$ cat src/rtl/tcp_stream_tracker.sv
// tcp_stream_tracker: per-packet TCP stream lookup/insert/update/delete against an external hash stage.
// Command codes: find=0 insert=1 update=2 delete=3. Return codes: found=0 miss=1 inserted=2 success=3 deleted=4.
module tcp_stream_tracker #(
  parameter int ADDR_W = 10,
  parameter int CNT_W  = 24
) (
  input  logic                         clk,
  input  logic                         reset,
  input  logic [104:0]                 ch_pkt_hdr_in,
  output logic                         ch_pkt_hdr_in_ready,
  output logic [130+ADDR_W:0]          ch_hash_cmd_out,
  input  logic                         ch_hash_cmd_out_ready,
  input  logic [35+ADDR_W:0]           ch_hash_ret_in,
  output logic                         ch_hash_ret_in_ready,
  output logic [11+ADDR_W+CNT_W:0]     ch_verdict_out,
  input  logic                         ch_verdict_out_ready
);
  localparam logic [2:0] IDLE = 3'd0, FIND_REQ = 3'd1, FIND_RSP = 3'd2, OP_REQ = 3'd3, OP_RSP = 3'd4, VERDICT = 3'd5;
  localparam logic [1:0] C_FIND = 2'd0, C_INS = 2'd1, C_UPD = 2'd2, C_DEL = 2'd3;
  localparam logic [2:0] R_FOUND = 3'd0, R_INS = 3'd2, R_OK = 3'd3, R_DEL = 3'd4;
  localparam logic [2:0] V_UNTR = 3'd0, V_NEW = 3'd1, V_EXIST = 3'd2, V_CLOSED = 3'd3, V_FULL = 3'd4, V_ERR = 3'd5;
  logic [2:0]        state_q, state_d;
  logic [3:0]        flags_q, flags_d;
  logic [95:0]       key_q, key_d;
  logic [1:0]        cmd_q, cmd_d;
  logic [31:0]       data_q, data_d;
  logic [ADDR_W-1:0] addr_q, addr_d, vaddr_q, vaddr_d;
  logic [2:0]        verd_q, verd_d;
  logic [CNT_W-1:0]  vcnt_q, vcnt_d;
  logic [7:0]        vst_q, vst_d;
  logic [ADDR_W:0]   live_q, live_d;
  logic [31:0]       src_ip, dst_ip;
  logic [15:0]       src_port, dst_port;
  logic              swap, hdr_fire, ret_fire, full;
  logic [95:0]       key_in;
  logic [ADDR_W-1:0] r_addr;
  logic [31:0]       r_data;
  logic [2:0]        r_code, exp_code;
  logic [CNT_W-1:0]  f_cnt, inc_cnt;
  logic [7:0]        f_st, up_st;
  logic              unused;
  assign src_ip   = ch_pkt_hdr_in[103:72];
  assign dst_ip   = ch_pkt_hdr_in[71:40];
  assign src_port = ch_pkt_hdr_in[39:24];
  assign dst_port = ch_pkt_hdr_in[23:8];
  assign unused   = ^{ch_pkt_hdr_in[7:5], ch_pkt_hdr_in[3]};
  assign r_addr   = ch_hash_ret_in[34+ADDR_W:35];
  assign r_data   = ch_hash_ret_in[34:3];
  assign r_code   = ch_hash_ret_in[2:0];
  // Lower endpoint always goes first so both directions hash to the same key.
  assign swap     = !(src_ip < dst_ip || (src_ip == dst_ip && src_port <= dst_port));
  assign key_in   = swap ? {dst_ip, src_ip, dst_port, src_port} : {src_ip, dst_ip, src_port, dst_port};
  assign ch_pkt_hdr_in_ready  = reset && state_q == IDLE;
  assign ch_hash_ret_in_ready = reset && (state_q == IDLE || state_q == FIND_REQ || state_q == FIND_RSP || state_q == OP_RSP);
  assign ch_hash_cmd_out = {state_q == FIND_REQ || state_q == OP_REQ, cmd_q, key_q, data_q, addr_q};
  assign ch_verdict_out  = {state_q == VERDICT, verd_q, vaddr_q, vcnt_q, vst_q};
  assign hdr_fire = ch_pkt_hdr_in[104] && ch_pkt_hdr_in_ready;
  assign ret_fire = ch_hash_ret_in[35+ADDR_W] && ch_hash_ret_in_ready;
  assign full     = live_q[ADDR_W];
  assign f_cnt    = r_data[CNT_W-1:0];
  assign f_st     = r_data[31:24];
  assign inc_cnt  = &f_cnt ? f_cnt : f_cnt + 1'b1;
  assign up_st    = (f_st == 8'd1 && flags_q[3]) ? 8'd2 : f_st;
  assign exp_code = cmd_q == C_INS ? R_INS : cmd_q == C_UPD ? R_OK : R_DEL;
  always_comb begin
    state_d = state_q;
    flags_d = flags_q;
    key_d   = key_q;
    cmd_d   = cmd_q;
    data_d  = data_q;
    addr_d  = addr_q;
    verd_d  = verd_q;
    vaddr_d = vaddr_q;
    vcnt_d  = vcnt_q;
    vst_d   = vst_q;
    live_d  = live_q;
    case (state_q)
      IDLE: if (hdr_fire) begin
        state_d = FIND_REQ;
        flags_d = {ch_pkt_hdr_in[4], ch_pkt_hdr_in[2:0]};
        key_d   = key_in;
        cmd_d   = C_FIND;
        data_d  = '0;
        addr_d  = '0;
        verd_d  = V_UNTR;
        vaddr_d = '0;
        vcnt_d  = '0;
        vst_d   = '0;
      end
      FIND_REQ: state_d = ch_hash_cmd_out_ready ? FIND_RSP : FIND_REQ;
      FIND_RSP: if (ret_fire) begin
        if (r_code == R_FOUND) begin
          state_d = OP_REQ;
          addr_d  = r_addr;
          vaddr_d = r_addr;
          vcnt_d  = inc_cnt;
          cmd_d   = (flags_q[0] || flags_q[2]) ? C_DEL : C_UPD;
          verd_d  = (flags_q[0] || flags_q[2]) ? V_CLOSED : V_EXIST;
          vst_d   = (flags_q[0] || flags_q[2]) ? f_st : up_st;
          data_d  = {((flags_q[0] || flags_q[2]) ? f_st : up_st), 24'd0} | 32'(inc_cnt);
        end else if (flags_q[1] && !flags_q[2] && !full) begin
          state_d = OP_REQ;
          cmd_d   = C_INS;
          addr_d  = r_addr;
          data_d  = 32'h0100_0001;
          verd_d  = V_NEW;
          vaddr_d = r_addr;
          vcnt_d  = CNT_W'(1);
          vst_d   = 8'd1;
        end else begin
          state_d = VERDICT;
          verd_d  = (flags_q[1] && !flags_q[2]) ? V_FULL : V_UNTR;
        end
      end
      OP_REQ: state_d = ch_hash_cmd_out_ready ? OP_RSP : OP_REQ;
      OP_RSP: if (ret_fire) begin
        state_d = VERDICT;
        if (r_code != exp_code) verd_d = V_ERR;
        else if (cmd_q == C_INS) begin
          vaddr_d = r_addr;
          live_d  = full ? live_q : live_q + 1'b1;
        end else if (cmd_q == C_DEL) live_d = live_q == '0 ? live_q : live_q - 1'b1;
      end
      VERDICT: state_d = ch_verdict_out_ready ? IDLE : VERDICT;
      default: state_d = IDLE;
    endcase
  end
  always_ff @(posedge clk or negedge reset) begin
    if (!reset) begin
      state_q <= IDLE;
      flags_q <= '0;
      key_q   <= '0;
      cmd_q   <= '0;
      data_q  <= '0;
      addr_q  <= '0;
      verd_q  <= '0;
      vaddr_q <= '0;
      vcnt_q  <= '0;
      vst_q   <= '0;
      live_q  <= '0;
    end else begin
      state_q <= state_d;
      flags_q <= flags_d;
      key_q   <= key_d;
      cmd_q   <= cmd_d;
      data_q  <= data_d;
      addr_q  <= addr_d;
      verd_q  <= verd_d;
      vaddr_q <= vaddr_d;
      vcnt_q  <= vcnt_d;
      vst_q   <= vst_d;
      live_q  <= live_d;
    end
  end
endmodule
$ cat config.mk
export PLATFORM = sky130hd
export DESIGN_NAME = tcp_stream_tracker
export DESIGN_NICKNAME = d
export VERILOG_FILES = /design/src/rtl/tcp_stream_tracker.sv
export SDC_FILE = /design/constraint.sdc
export NUM_CORES = 1
export LEC_CHECK = 0
export BUFFER_PORTS_ARGS = -buffer_cell sky130_fd_sc_hd__buf_4
export CELL_PAD_IN_SITES_DETAIL_PLACEMENT = 1
export CELL_PAD_IN_SITES_GLOBAL_PLACEMENT = 2
export CORE_UTILIZATION = 31
export CTS_CLUSTER_DIAMETER = 30
export DETAILED_ROUTE_END_ITERATION = 8
export GPL_ROUTABILITY_DRIVEN = 0
export PLACE_DENSITY = 0.83
export SETUP_SLACK_MARGIN = 0.15
export SYNTH_ARGS = -nofsm -noshare
export SYNTH_HDL_FRONTEND = slang
export SYNTH_SLANG_ARGS = --single-unit
$ cat constraint.sdc
create_clock -name clk -period 4.61 [get_ports clk]
set_input_delay 0.2305 -clock clk [delete_from_list [all_inputs] [get_ports clk]]
set_output_delay 0.2305 -clock clk [all_outputs]
set_load 0.05 [all_outputs]
; ---- Word level (Yosys, flattened, before mapping)
; Cells that the tools add are included.
[word_totals]
out_inout_bits = 189
wordCells = 127
register_bits = 203
input_bits = 155
[classes]
eq_ne = 20
n_bitwise = 2
magnitude_cmp = 2
addsub = 3
reduce_logical = 30
mux = 58
[op_table]
columns = op, count
row1 = $mux W32, 4
row2 = $mux W24, 5
row3 = $mux W96, 1
row4 = $mux W10, 7
row5 = $pmux W32 S2, 1
row6 = $mux W3, 16
row7 = $mux W8, 6
row8 = $pmux W24 S2, 1
row9 = $mux W11, 4
row10 = $eq A32 B32 Y1, 1
row11 = $lt A32 B32 Y1, 1
row12 = $or A32 B24 Y32, 1
row13 = $pmux W10 S3, 1
row14 = $add A24 B1 Y24 const B, 1
row15 = $reduce_and A24 Y1, 1
row16 = $pmux W10 S2, 1
row17 = $pmux W3 S6, 1
row18 = $le A16 B16 Y1, 1
row19 = $pmux W8 S2, 1
row20 = $ne A2 B2 Y1 const B, 6
row21 = $add A11 B1 Y11 const B, 1
row22 = $logic_not A11 Y1, 1
row23 = $sub A11 B1 Y11 const B, 1
row24 = $mux W2, 5
row25 = other kinds (25), 46

; ---- Depth between registers and ports, before layout
[depth]
depth_word = 8
depth_mapped = 12
depth_no_buf = 9

; ---- Worst setup path before layout
; Ideal clock, no wire load.
[synth_path]
path_kind = reg2reg
startpoint = register state_q[2]
endpoint = register key_q[10]
arrival_ns = 2.745
n_path_buf = 3
setup_ns = 0.138
required_ns = 4.472
path_stages_with_launch = 8
path_slack_ns = 1.727
synth_period_minus_slack_ns = 2.883
path_cell_list = dfrtp_1 > clkbuf_1 > nor3_1 > nand2_1 > clkbuf_1 > clkbuf_1 > nand2_1 > o311ai_1
[synth_via]
elab_chain_len = 4
[synth_lines]
columns = element, line_no
row1 = start: declaration, 22  ; logic [2:0] state_q, state_d;
row2 = start signal: assignment, 142  ; state_q <= state_d;
row3 = $logic_not A3 Y1, 53  ; assign ch_pkt_hdr_in_ready = reset && state_q == IDLE;
row4 = $logic_and A1 B1 Y1, 53
row5 = named net ch_pkt_hdr_in_ready, 10  ; output logic ch_pkt_hdr_in_ready,
row6 = $logic_and A1 B1 Y1, 57  ; assign hdr_fire = ch_pkt_hdr_in[104] && ch_pkt_hdr_in_ready;
row7 = $reduce_and A2 Y1 (no line), n/a
row8 = end signal: assignment, 144  ; key_q <= key_d;
row9 = end: declaration, 24  ; logic [95:0] key_q, key_d;
; The timed path passes the listed nets, and every way through them passes these cells.
; A chain may end at the register's enable or synchronous reset.

; ---- Final worst setup path
[layout_path]
startpoint = input ch_pkt_hdr_in[54]
endpoint = register key_q[50]
[layout_via]
elab_chain_len = 4
word_cells_on_any_way = 5
classes_between = order compare: 1 / eq/ne: 1 / mux: 1 / reduce/logical: 2
[layout_lines]
columns = element, line_no
row1 = start: declaration, 9  ; input logic [104:0] ch_pkt_hdr_in,
row2 = "parallel branches: the longest is 2 deep, another holds $lt A32 B32 Y1", n/a
row3 = $logic_or A1 B1 Y1 (*), 51  ; assign swap = !(src_ip < dst_ip || (src_ip == dst_ip && src_port <= dst_port));
row4 = $mux W96 (*), 52  ; assign key_in = swap ? {dst_ip, src_ip, dst_port, src_port} : {src_ip, dst_ip, src_port, dst_port};
; Mark *: on every way between the ends.

==> results.sh <==
export IMPL_die_area_sq_um=33000
export IMPL_fin_nets=1616
export IMPL_fp_dieH_um=182
export IMPL_fin_tns_setup_ps=0
export IMPL_hold_ws_ps=23.0
export IMPL_io_pins=344
export IMPL_synth_edf_count=0
export IMPL_synth_seq_area_share_pct=42.8
export IMPL_cpPeakStageDelay_ps=840
export IMPL_drive_gt1_share_pct=27.8
export IMPL_ant_nets=0
export IMPL_crit_chain="buf_4 -> inv_1 -> ha_1 -> nand4_1 -> nor4_1 -> a21boi_1 -> o41ai_2 -> nand4_4 -> buf_4 -> nand4_1 -> o311ai_1"
export IMPL_slew_limit_headroom_pct=17.2
export IMPL_wire_per_inst_um=20.4
export IMPL_netlist_area_sq_um=10000
export IMPL_cp_end_kind="flip-flop"
export IMPL_drv_cap=0
export IMPL_syn2layout_area_growth_pct=33.4
export IMPL_root_buffer="clkbuf_16"
export IMPL_gr_total_overflow=0
export IMPL_first_pass_iters=6
export IMPL_ys_ff_latch=171
export IMPL_setup_ws_ps=1680
export IMPL_min_path_type="primary input to flip-flop"
export IMPL_tightest_slew_ps=1240
export IMPL_synth_yosys_warnings=0
export IMPL_drc=0
export IMPL_cts_resized=0
export IMPL_coreArea_sq_um=31600
export IMPL_antenna_found_initial=0
export IMPL_finalSetupViolCount=0
export IMPL_min_period_ps=2930
export IMPL_max_freq_mhz=341
export IMPL_cts_sinks=171
export IMPL_wirelength_mm=37.1
export IMPL_viasPerCell=5.37
export IMPL_hold_violations=0
export IMPL_cp_data_arrival_time_ps=3260
export IMPL_die_w_um=182
export IMPL_grt_max_degree=97
export IMPL_syn_avg_cell_area_sq_um=8.76
export IMPL_skew_ps=10.3
export IMPL_synth_nets=1352
export IMPL_rsz0062_at_grt="false"
export IMPL_port_buffers=339
export IMPL_fin_crit_sh_pct=63.6
export IMPL_drtIter0Drc=556
export IMPL_cts_clk_slew_worst_paths_ps=70
export IMPL_status="completed"
export IMPL_critPathSlowestCell="buf_4"
export IMPL_row_count=65
export IMPL_power_density_nw_per_um2=628
export IMPL_grt_pass1_vias=10200
export IMPL_synth_cells=1142
export IMPL_num_vias=9780
export IMPL_clk_path_buf_depth=2
export IMPL_htree_num_levels=4
export IMPL_cts_tree="built"
export IMPL_required_ps=4940
export IMPL_clkLatencyLatePin_ps=450
export IMPL_tritoncts_num_buffers=17
export IMPL_ir_drop_uv=277
export IMPL_nFillCells=3749
export IMPL_path_class="primary input to flip-flop"
export IMPL_cp_max_fo=96
export IMPL_place_ws_ps=1220
export IMPL_cellLeakagePower_nw=6.32
export IMPL_synthArstFlopShare_pct=100
export IMPL_grt_pass1_wl_mm=58.5
export IMPL_slew_viol_final=0
export IMPL_antenna_cells=0
export IMPL_synth_distinct_cells=56
export IMPL_worstSetupStartpointType="primary input"
export IMPL_yosys_most_used_dff="dfrtp_1"
export IMPL_initial_core_util_pct=31.6
export IMPL_dpl_hpwl_mm=26.3
export IMPL_grt_use_total_pct=22.5
[cell families after synthesis]
kind of cell             Yosys count  synth area share (%)
AND/OR/NAND/NOR                  472                  22.7
XOR/XNOR                          29                  2.54
AO/OA/AOI/OAI                    234                  16.5
buffers and inverters            177                  8.19
multiplexers                       4                 0.413
flip-flops                       171                  42.8
adder cells (fa/ha/maj)           55                  6.88
[state kept, by name, indices dropped and copies added, names as in the netlist, 3 cells and up]
| signal | cells |
|---|---|
| key_q | 96 |
| data_q | 32 |
| live_q | 11 |
| addr_q | 10 |
| vaddr_q | 10 |
| flags_q | 4 |
| state_q | 3 |
| verd_q | 3 |
[report_power, final]
group          internal, mW  switching, mW  total [mW]
registers              2.03          0.379        2.41
clock network         0.886          0.660        1.55
logic                  1.27           3.16        4.43
[layout by cell type (no fill, tap or decap), drive strengths merged, types with 5 or more instances in the layout]
| master | n |
|---|---|
| a22o | 19 |
| clkinv | 5 |
| xor2 | 24 |
| inv | 57 |
| dfrtp | 171 |
| clkbuf | 24 |
| nand4 | 117 |
| buf | 350 |
| o311ai | 43 |
| nand3 | 26 |
| nor4 | 6 |
| nor2 | 32 |
| a21o | 6 |
| nand2 | 240 |
| o21ai | 53 |
| o211ai | 56 |
| xnor2 | 5 |
| and3 | 10 |
| nand2b | 5 |
| ha | 55 |
| nor3 | 8 |
| dlygate4sd3 | 13 |
| a21oi | 31 |
| nor2b | 9 |
[layout make-up]
cell class              instances  area (sq um)  share of cell area (%)
well taps                     402           503                    3.77
repair buffers                364          2780                    20.9
flip-flops and latches        171          4280                    32.1
clock buffers                  23           508                    3.81
multi-input cells             794          4940                    37.0
clock inverters                 9           110                   0.825
inverters                      58           218                    1.63
[what timing repair did]
item,CTS,global route
buffers inserted,0,0
hold buffers,13,0
endpoints found under the hold margin,62,0
[cells in the mapped netlist, types with 2 or more instances]
library cell	n	share of area [%]
nand2_1	240	9.0
dfrtp_1	171	43
nand4_1	116	7.3
clkbuf_1	70	2.6
inv_1	57	2.1
o211ai_1	56	4.2
ha_1	55	6.9
o21ai_0	50	2.5
o311ai_1	43	3.8
buf_4	35	2.6
nor2_1	32	1.2
a21oi_1	31	1.6
nand3_1	26	1.3
xor2_1	24	2.1
a22o_1	19	1.7
buf_2	13	0.65
and3_1	10	0.63
nor2b_1	9	0.56
nor3_1	8	0.40
a21o_1	6	0.45
nand2b_1	5	0.31
nor4_1	5	0.31
xnor2_1	5	0.44
a211oi_1	4	0.30
a31oi_1	4	0.25
or3_1	4	0.25
and4_1	3	0.26
mux2i_1	3	0.30
o31ai_1	3	0.23
or4_1	3	0.23
a221oi_1	2	0.18
a41oi_1	2	0.18
and2_1	2	0.13
nor3b_1	2	0.15
o21a_1	2	0.15
o21ai_1	2	0.10
[per-stage QoR]
| step | util [%] | instances | instance area (sq um) | power [mW] |
|---|---|---|---|---|
| after floorplan | - | 1142 | 10000 | 5.37 |
| after global placement | 39.8 | 1776 | 12600 | 6.81 |
| after detailed placement | 39.8 | 1776 | 12600 | 6.89 |
| after CTS | 42.2 | 1821 | 13300 | 8.47 |
| after global routing | 42.2 | 1821 | 13300 | 8.81 |
| final | 42.2 | 1821 | 13300 | 8.38 |
[metal layers]
layer / global-route usage, % / part of all wire (%) / up-vias
met2: 38.3 / 48 / 312
met4: 5.69 / 1.3 / 0
met1: 26.9 / 41 / 4810
met3: 8.00 / 9.0 / 30
li1: - / - / 4628
met5: 0 / 0 / -
[worst max-delay path, delay by kind of cell]
family                   cells  cell delay (ps)
AND/OR/NAND/NOR              4             1010
buffers and inverters        3              980
AO/OA/AOI/OAI                3              570
adder cells (fa/ha/maj)      1              310
[final timing paths]
check | from | cells past startpoint | slack (ps) | endpoint
worst max-delay path | ch_pkt_hdr_in[54] | 11 | 1680 | key_q[50]
worst min-delay path | ch_hash_ret_in[39] | 2 | 20 | addr_q[4]
worst max register to register | cmd_q[0] | 8 | 1830 | vaddr_q[1]
worst min register to register | flags_q[0] | 2 | 480 | flags_q[0]
max in group asynchronous | reset | 3 | 2990 | key_q[81]
min in group asynchronous | reset | 2 | 330 | data_q[26]
Note: power is estimated with default switching activity, not from simulation.
